`src/rtl/if_stage_pkg.sv`:
```
// Shared types and constants for the instruction fetch stage.
package if_stage_pkg;

  localparam int XLEN        = 64;
  localparam int INSTR_WIDTH = 32;

  localparam logic [XLEN-1:0]        RESET_PC_DEFAULT = 64'h0000_0000_8000_0000;
  localparam logic [INSTR_WIDTH-1:0] INSTR_NOP        = 32'h0000_0013;

  // Fetch control states.
  typedef enum logic [1:0] {
    IF_FETCH = 2'd0,  // free to issue a request
    IF_WAIT  = 2'd1,  // one granted request outstanding
    IF_HALT  = 2'd2   // stopped after an exception entry until a redirect
  } if_state_e;

  // One instruction buffer entry as seen by decode.
  typedef struct packed {
    logic [INSTR_WIDTH-1:0] instr;
    logic [XLEN-1:0]        pc;
    logic                   misalign;
    logic                   fault;
  } if_entry_t;

  // What decode sees when the buffer is empty.
  function automatic if_entry_t empty_entry();
    return '{instr: INSTR_NOP, pc: '0, misalign: 1'b0, fault: 1'b0};
  endfunction

endpackage

```
`src/rtl/if_buf.sv`:
```
// Instruction buffer: synchronous FIFO of fetch entries with flush.
module if_buf
  import if_stage_pkg::*;
#(
  parameter int  BUF_DEPTH = 2,
  localparam int PTR_W     = $clog2(BUF_DEPTH),
  localparam int CNT_W     = PTR_W + 1
) (
  input  logic             clk,
  input  logic             rst,
  input  logic             flush_i,
  input  logic             push_i,
  input  if_entry_t        entry_i,
  input  logic             pop_i,
  output logic [CNT_W-1:0] count_o,
  output logic             valid_o,
  output if_entry_t        head_o
);

  if_entry_t        mem_q [BUF_DEPTH];
  logic [PTR_W-1:0] wr_ptr_q, wr_ptr_d;
  logic [PTR_W-1:0] rd_ptr_q, rd_ptr_d;
  logic [CNT_W-1:0] count_q, count_d;
  logic             do_pop;

  // Pointer and occupancy update; flush wins over push and pop.
  always_comb begin
    // NOTE: every always_comb output gets a default first so no path can infer a latch.
    wr_ptr_d = wr_ptr_q;
    rd_ptr_d = rd_ptr_q;
    count_d  = count_q;
    do_pop   = pop_i && (count_q != '0);
    if (flush_i) begin
      wr_ptr_d = '0;
      rd_ptr_d = '0;
      count_d  = '0;
    end else begin
      if (push_i) wr_ptr_d = wr_ptr_q + PTR_W'(1);
      if (do_pop) rd_ptr_d = rd_ptr_q + PTR_W'(1);
      count_d = count_q + CNT_W'(push_i) - CNT_W'(do_pop);
    end
  end

  // Control registers with synchronous reset.
  always_ff @(posedge clk) begin
    // NOTE: sequential state uses non-blocking assignments so every flop samples pre-edge values.
    if (rst) begin
      wr_ptr_q <= '0;
      rd_ptr_q <= '0;
      count_q  <= '0;
    end else begin
      wr_ptr_q <= wr_ptr_d;
      rd_ptr_q <= rd_ptr_d;
      count_q  <= count_d;
    end
  end

  // Entry storage.
  always_ff @(posedge clk) begin
    // NOTE: storage is deliberately not reset; count_q alone says which entries are live.
    if (push_i && !flush_i) mem_q[wr_ptr_q] <= entry_i;
  end

  assign count_o = count_q;
  assign valid_o = (count_q != '0);
  assign head_o  = valid_o ? mem_q[rd_ptr_q] : empty_entry();

endmodule

```
`src/rtl/if_stage.sv`:
```
// Instruction fetch stage: owns the PC, drives the imem req/gnt/rvalid bus,
// buffers responses for decode and handles redirects and fetch exceptions.
module if_stage
  import if_stage_pkg::*;
#(
  parameter logic [XLEN-1:0] RESET_PC  = RESET_PC_DEFAULT,
  parameter int              BUF_DEPTH = 2
) (
  input  logic                   clk,
  input  logic                   rst,
  input  logic                   redirect_i,
  input  logic [XLEN-1:0]        redirect_pc_i,
  output logic                   imem_req_o,
  output logic [XLEN-1:0]        imem_addr_o,
  input  logic                   imem_gnt_i,
  input  logic                   imem_rvalid_i,
  input  logic [31:0]            imem_rdata_i,
  input  logic                   imem_err_i,
  output logic                   if_valid_o,
  input  logic                   id_ready_i,
  output logic [INSTR_WIDTH-1:0] if_instr_o,
  output logic [XLEN-1:0]        if_pc_o,
  output logic                   if_excp_misalign_o,
  output logic                   if_excp_fault_o
);

  localparam int CNT_W = $clog2(BUF_DEPTH) + 1;

  if_state_e       state_q, state_d;
  logic [XLEN-1:0] pc_q, pc_d;
  logic [XLEN-1:0] req_addr_q, req_addr_d;   // address held while a request waits for gnt
  logic [XLEN-1:0] out_pc_q, out_pc_d;       // PC of the granted, unreturned request
  logic            outst_q, outst_d;         // granted request not yet returned
  logic            pend_q, pend_d;           // request asserted but not yet granted
  logic            drop_q, drop_d;           // next response belongs to a squashed request
  logic            mis_pend_q, mis_pend_d;   // enqueue a misaligned-target entry next cycle
  logic [XLEN-1:0] mis_pc_q, mis_pc_d;

  logic             rsp_take, rsp_err, can_issue, gnt, stale_gnt;
  logic             buf_push;
  if_entry_t        push_entry, head;
  logic [CNT_W-1:0] count, occupancy;

  // Issue decision and bus drive; an in-flight response always has a reserved slot.
  always_comb begin
    rsp_take    = imem_rvalid_i && !drop_q && !redirect_i;
    rsp_err     = rsp_take && imem_err_i;
    occupancy   = count + CNT_W'(rsp_take);
    can_issue   = !rst && !redirect_i && !pend_q && !rsp_err &&
                  ((state_q == IF_FETCH) || ((state_q == IF_WAIT) && imem_rvalid_i)) &&
                  (occupancy < CNT_W'(BUF_DEPTH));
    imem_req_o  = !rst && (pend_q || can_issue);
    imem_addr_o = pend_q ? req_addr_q : pc_q;
    gnt         = imem_req_o && imem_gnt_i;
    // A pending request squashed by a redirect must not advance the PC when granted.
    stale_gnt   = gnt && pend_q && drop_q;
  end

  // Next-state logic; a redirect takes priority over everything else.
  always_comb begin
    outst_d    = gnt ? 1'b1 : (imem_rvalid_i ? 1'b0 : outst_q);
    pend_d     = imem_req_o && !imem_gnt_i;
    req_addr_d = can_issue ? pc_q : req_addr_q;
    out_pc_d   = gnt ? imem_addr_o : out_pc_q;
    mis_pend_d = 1'b0;
    mis_pc_d   = mis_pc_q;
    pc_d       = pc_q;
    drop_d     = drop_q;
    state_d    = state_q;
    if (redirect_i) begin
      pc_d   = redirect_pc_i;
      drop_d = outst_d || pend_d;
      if (redirect_pc_i[1:0] != 2'b00) begin
        state_d    = IF_HALT;
        mis_pend_d = 1'b1;
        mis_pc_d   = redirect_pc_i;
      end else begin
        state_d = outst_d ? IF_WAIT : IF_FETCH;
      end
    end else begin
      if (gnt && !stale_gnt) pc_d = imem_addr_o + XLEN'(4);
      if (imem_rvalid_i && drop_q) drop_d = 1'b0;
      if (rsp_err || (state_q == IF_HALT)) state_d = IF_HALT;
      else if (gnt)                        state_d = IF_WAIT;
      else if ((state_q == IF_WAIT) && imem_rvalid_i) state_d = IF_FETCH;
    end
  end

  // Fetch control registers.
  always_ff @(posedge clk) begin
    if (rst) begin
      state_q    <= IF_FETCH;
      pc_q       <= RESET_PC;
      req_addr_q <= '0;
      out_pc_q   <= '0;
      outst_q    <= 1'b0;
      pend_q     <= 1'b0;
      drop_q     <= 1'b0;
      mis_pend_q <= 1'b0;
      mis_pc_q   <= '0;
    end else begin
      state_q    <= state_d;
      pc_q       <= pc_d;
      req_addr_q <= req_addr_d;
      out_pc_q   <= out_pc_d;
      outst_q    <= outst_d;
      pend_q     <= pend_d;
      drop_q     <= drop_d;
      mis_pend_q <= mis_pend_d;
      mis_pc_q   <= mis_pc_d;
    end
  end

  // Buffer write: misaligned-target marker or a kept memory response.
  always_comb begin
    buf_push = !redirect_i && (mis_pend_q || rsp_take);
    if (mis_pend_q) begin
      push_entry = '{instr: INSTR_NOP, pc: mis_pc_q, misalign: 1'b1, fault: 1'b0};
    end else begin
      push_entry = '{instr: imem_rdata_i, pc: out_pc_q, misalign: 1'b0, fault: imem_err_i};
    end
  end

  if_buf #(.BUF_DEPTH(BUF_DEPTH)) u_buf (
    .clk     (clk),
    .rst     (rst),
    .flush_i (redirect_i),
    .push_i  (buf_push),
    .entry_i (push_entry),
    .pop_i   (id_ready_i),
    .count_o (count),
    .valid_o (if_valid_o),
    .head_o  (head)
  );

  assign if_instr_o         = head.instr;
  assign if_pc_o            = head.pc;
  assign if_excp_misalign_o = head.misalign;
  assign if_excp_fault_o    = head.fault;

endmodule

```
`config.mk`:
```
export PLATFORM = sky130hd
export DESIGN_NAME = if_stage
export DESIGN_NICKNAME = d
export VERILOG_FILES = /design/src/rtl/if_stage_pkg.sv /design/src/rtl/if_buf.sv /design/src/rtl/if_stage.sv
export SDC_FILE = /design/constraint.sdc
export NUM_CORES = 1
export LEC_CHECK = 0
export BUFFER_PORTS_ARGS = -buffer_cell sky130_fd_sc_hd__buf_2
export CAP_MARGIN = 20
export CORE_MARGIN = 2
export CORE_UTILIZATION = 58
export DETAILED_ROUTE_END_ITERATION = 10
export MAX_ROUTING_LAYER = met4
export PLACE_DENSITY = 0.8
export SETUP_SLACK_MARGIN = 0.4
export SLEW_MARGIN = 30
export SYNTH_ARGS = -nofsm -noshare
export SYNTH_HDL_FRONTEND = slang
export SYNTH_SLANG_ARGS = --single-unit
```
`constraint.sdc`:
```
create_clock -name clk -period 9.35 [get_ports clk]
set_input_delay 0 -clock clk [delete_from_list [all_inputs] [get_ports clk]]
set_output_delay 0 -clock clk [all_outputs]
set_load 0.01 [all_outputs]
```
==> qor.csv <==
metric;value;unit
asr flop ratio synth;0;
Place WS;5050;ps
vias in the first global route;16000;
fin crit share;0.478;
largest net degree at the start of global routing;97;
Sequential Power Share;0.485;
Seq/Total Area, Yosys;0.544;
first-pass GRT wire length;91600;µm
setup_tns;0;ps
DR pass1 iterations;6;
share of cells above drive strength 1;0.193;
Area Overhead vs Synth;20.4;%
relative slew slack;0.356;
Synth Warn #;0;
crit-path cells;buf_4, clkinv_1, o21a_1, a211oi_4, buf_4, nand2_1, a221oi_1;
DRT antenna net count;0;
DRC viols;0;
Clock Tree Root;clkbuf_16;
aggregate global-route resource usage;0.332;
fmax;0.224;GHz
CTS tree;done;
Top cell by count, worst path;buf_4;
Max Slew Vio Count;0;
Synth Net Count;2165;
DP Area;22200;µm²
Placement Rows;69;
Tmin final;4470;ps
Worst path slowest cell;buf_4;
Nets;2468;
Clk Latency, worst-skew pair;570;ps
worst setup path class;register to register;
Design Area, Final;24800;µm²
maximum buffer depth of the clock tree;3;
EDFF count, synth;196;
CTS Sinks;463;
commonest non-fill, non-tap cells in the layout;nand2_1, buf_2, dfxtp_1;
Synth Instances;2059;
worst setup margin;4880;ps
wire per inst;21.6;µm
clk_skew;16.3;ps
Post-Route WL;61800;µm
post-synth top area share;0.285;
CP Launch Type;register;
synth top area cells;edfxtp_1, dfxtp_1, mux2i_1;
Synth area leader;edfxtp_1;
synthesis-stage register bit count;463;
CP bufs+invs;3;
RSZ-0062 raised after global routing;false;
Worst R2R Setup Slack;4880;ps
CP top delay family;buffers and inverters;
Max-Cap Viols;0;
core area;35300;µm²
FF/Latch Area;11200;µm²
total global routing overflow;0;
Initial Util;0.584;
clock power share;0.399;
sw frac;0.249;
Critical Path RT;9810;ps
Synth cell types;63;
Fillers;2529;
I/O Pins;267;
Slew @ Worst Pin;965;ps
CTS buffer count;45;
GRT met3 Usage;0.0653;
Pwr per Cell Area;189;nW/µm²
Int Power;0.00352;W
GP Congestion;1.00;
clock slew at reported path FFs;60;ps
die area;37100;µm²
detailed-placement wirelength estimate;39800;µm
commonest non-fill, non-tap cell in the layout;nand2_1;
VDD IR-drop max;126;µV
post-cts resize count;0;
final core utilization;0.703;
M2 GR Usage;0.474;
CP max stage delay;860;ps
H-Tree Depth;2;
Combinational Power Share;0.116;
crit path DAT;4930;ps
Port Buffer Count;266;
Tot Pwr;0.00469;W
met1 GRT Util;0.472;
Die Y;193;µm
grt peak-use layer;met2;
Avg Inst Size Synth;10.0;µm²
drt first-iter violations;2133;
die width;193;µm
mapped cell area;20600;µm²
Final setup viols;0;
Synth Flop Type;dfxtp_1;
Worst Hold Class;input port to register;
critical path endpoint category;register;
Psw;0.00117;W
initial antenna violation count;4;
number of vias in the routed layout;17300;
vias per cell;6.04;
Fin. Hold Viols;0;
status;complete, no violations;
multi-input logic area;8610;µm²
crit path max fanout;78;
static leakage power;9.36;nW
-- Yosys cell counts (19+ instances only) --
cell and count:
a22oi_1 31, nor3_1 26, dfxtp_1 267, a211oi_1 39, o22ai_1 21, o21ai_0 38
nor2_1 177, edfxtp_1 196, mux2i_1 151, xnor2_1 52, a21oi_1 174, mux2_2 79
inv_1 67, clkbuf_1 113, nand4_1 21, nand3_1 57, nand3b_1 19, nor2b_1 35
nand2_1 322
-- sequential cells by signal, summed over array words and instances, names as in the netlist, named ones only --
| name | flops |
|---|---|
| pc_q | 64 |
| req_addr_q | 64 |
| out_pc_q | 64 |
| mis_pend_q | 1 |
| outst_q | 1 |
| state_q | 2 |
| pend_q | 1 |
| mis_pc_q | 64 |
| u_buf.rd_ptr_q | 1 |
| u_buf.mem_q | 196 |
| u_buf.wr_ptr_q | 1 |
| u_buf.count_o | 2 |
| drop_q | 1 |
-- area by class of cell --
| type | count | share of cell area |
|---|---|---|
| timing repair buffer | 397 | 0.105 |
| clock inverter | 11 | 0.00670 |
| clock buffer | 72 | 0.0548 |
| antenna | 4 | 0.000403 |
| sequential | 463 | 0.453 |
| tap | 461 | 0.0232 |
| inverter | 71 | 0.0107 |
| multi-input combinational | 1384 | 0.347 |
-- worst reg2reg max path, cell delays in order, from the launching register on --
cell and delay [ps]:
dfxtp_4 790, buf_4 860, clkinv_1 650, o21a_1 320, a211oi_4 700, buf_4 620
nand2_1 110, a221oi_1 320
-- power groups by stage --
stage               Clock, W  Combinational [W]  Sequential [W]
floorplan                  0           0.000319         0.00229
global placement           0           0.000481         0.00231
detailed placement         0           0.000490         0.00231
CTS                  0.00189           0.000530         0.00227
global route         0.00196           0.000583         0.00228
finish               0.00187           0.000546         0.00227
-- per-stage QoR --
stage | hold WS [ps] | instances
2_1_floorplan | 136 | 2059
3_3_place_gp | 262 | 2668
3_5_place_dp | 264 | 2668
4_1_cts | 73.7 | 2859
5_1_grt | 129 | 2863
6_report | 116 | 2863
-- metal layers --
layer	up-vias	share of wire	routed length, µm
met2	994	0.44	27000
met1	8207	0.42	25800
met5	-	0	0
met3	172	0.11	6680
li1	7918	-	-
met4	0	0.036	2240
-- final timing paths --
| check | from | to | depth (start not counted) |
|---|---|---|---|
| max | pend_q | state_q[0] | 7 |
| min | redirect_i | pc_q[30] | 3 |
| max reg2reg | pend_q | state_q[0] | 7 |
| min reg2reg | mis_pc_q[43] | mis_pc_q[43] | 2 |
-- cell families (layout without fill, tap and decap cells) --
family	after synthesis	in the layout	synth area share
buffers and inverters	212	551	0.0412
other	0	4	0
flip-flops	463	463	0.544
multiplexers	230	230	0.116
XOR/XNOR	53	53	0.0225
AO/OA/AOI/OAI	368	368	0.110
AND/OR/NAND/NOR	730	730	0.164
adder cells (fa/ha/maj)	3	3	0.00182
-- timing repair --
item	4_1_cts	5_1_grt
hold endpoints to repair	212	0
buffers inserted	0	0
endpoints found under the setup margin	0	0
hold buffers	108	0
(Power assumes the default switching activity.)
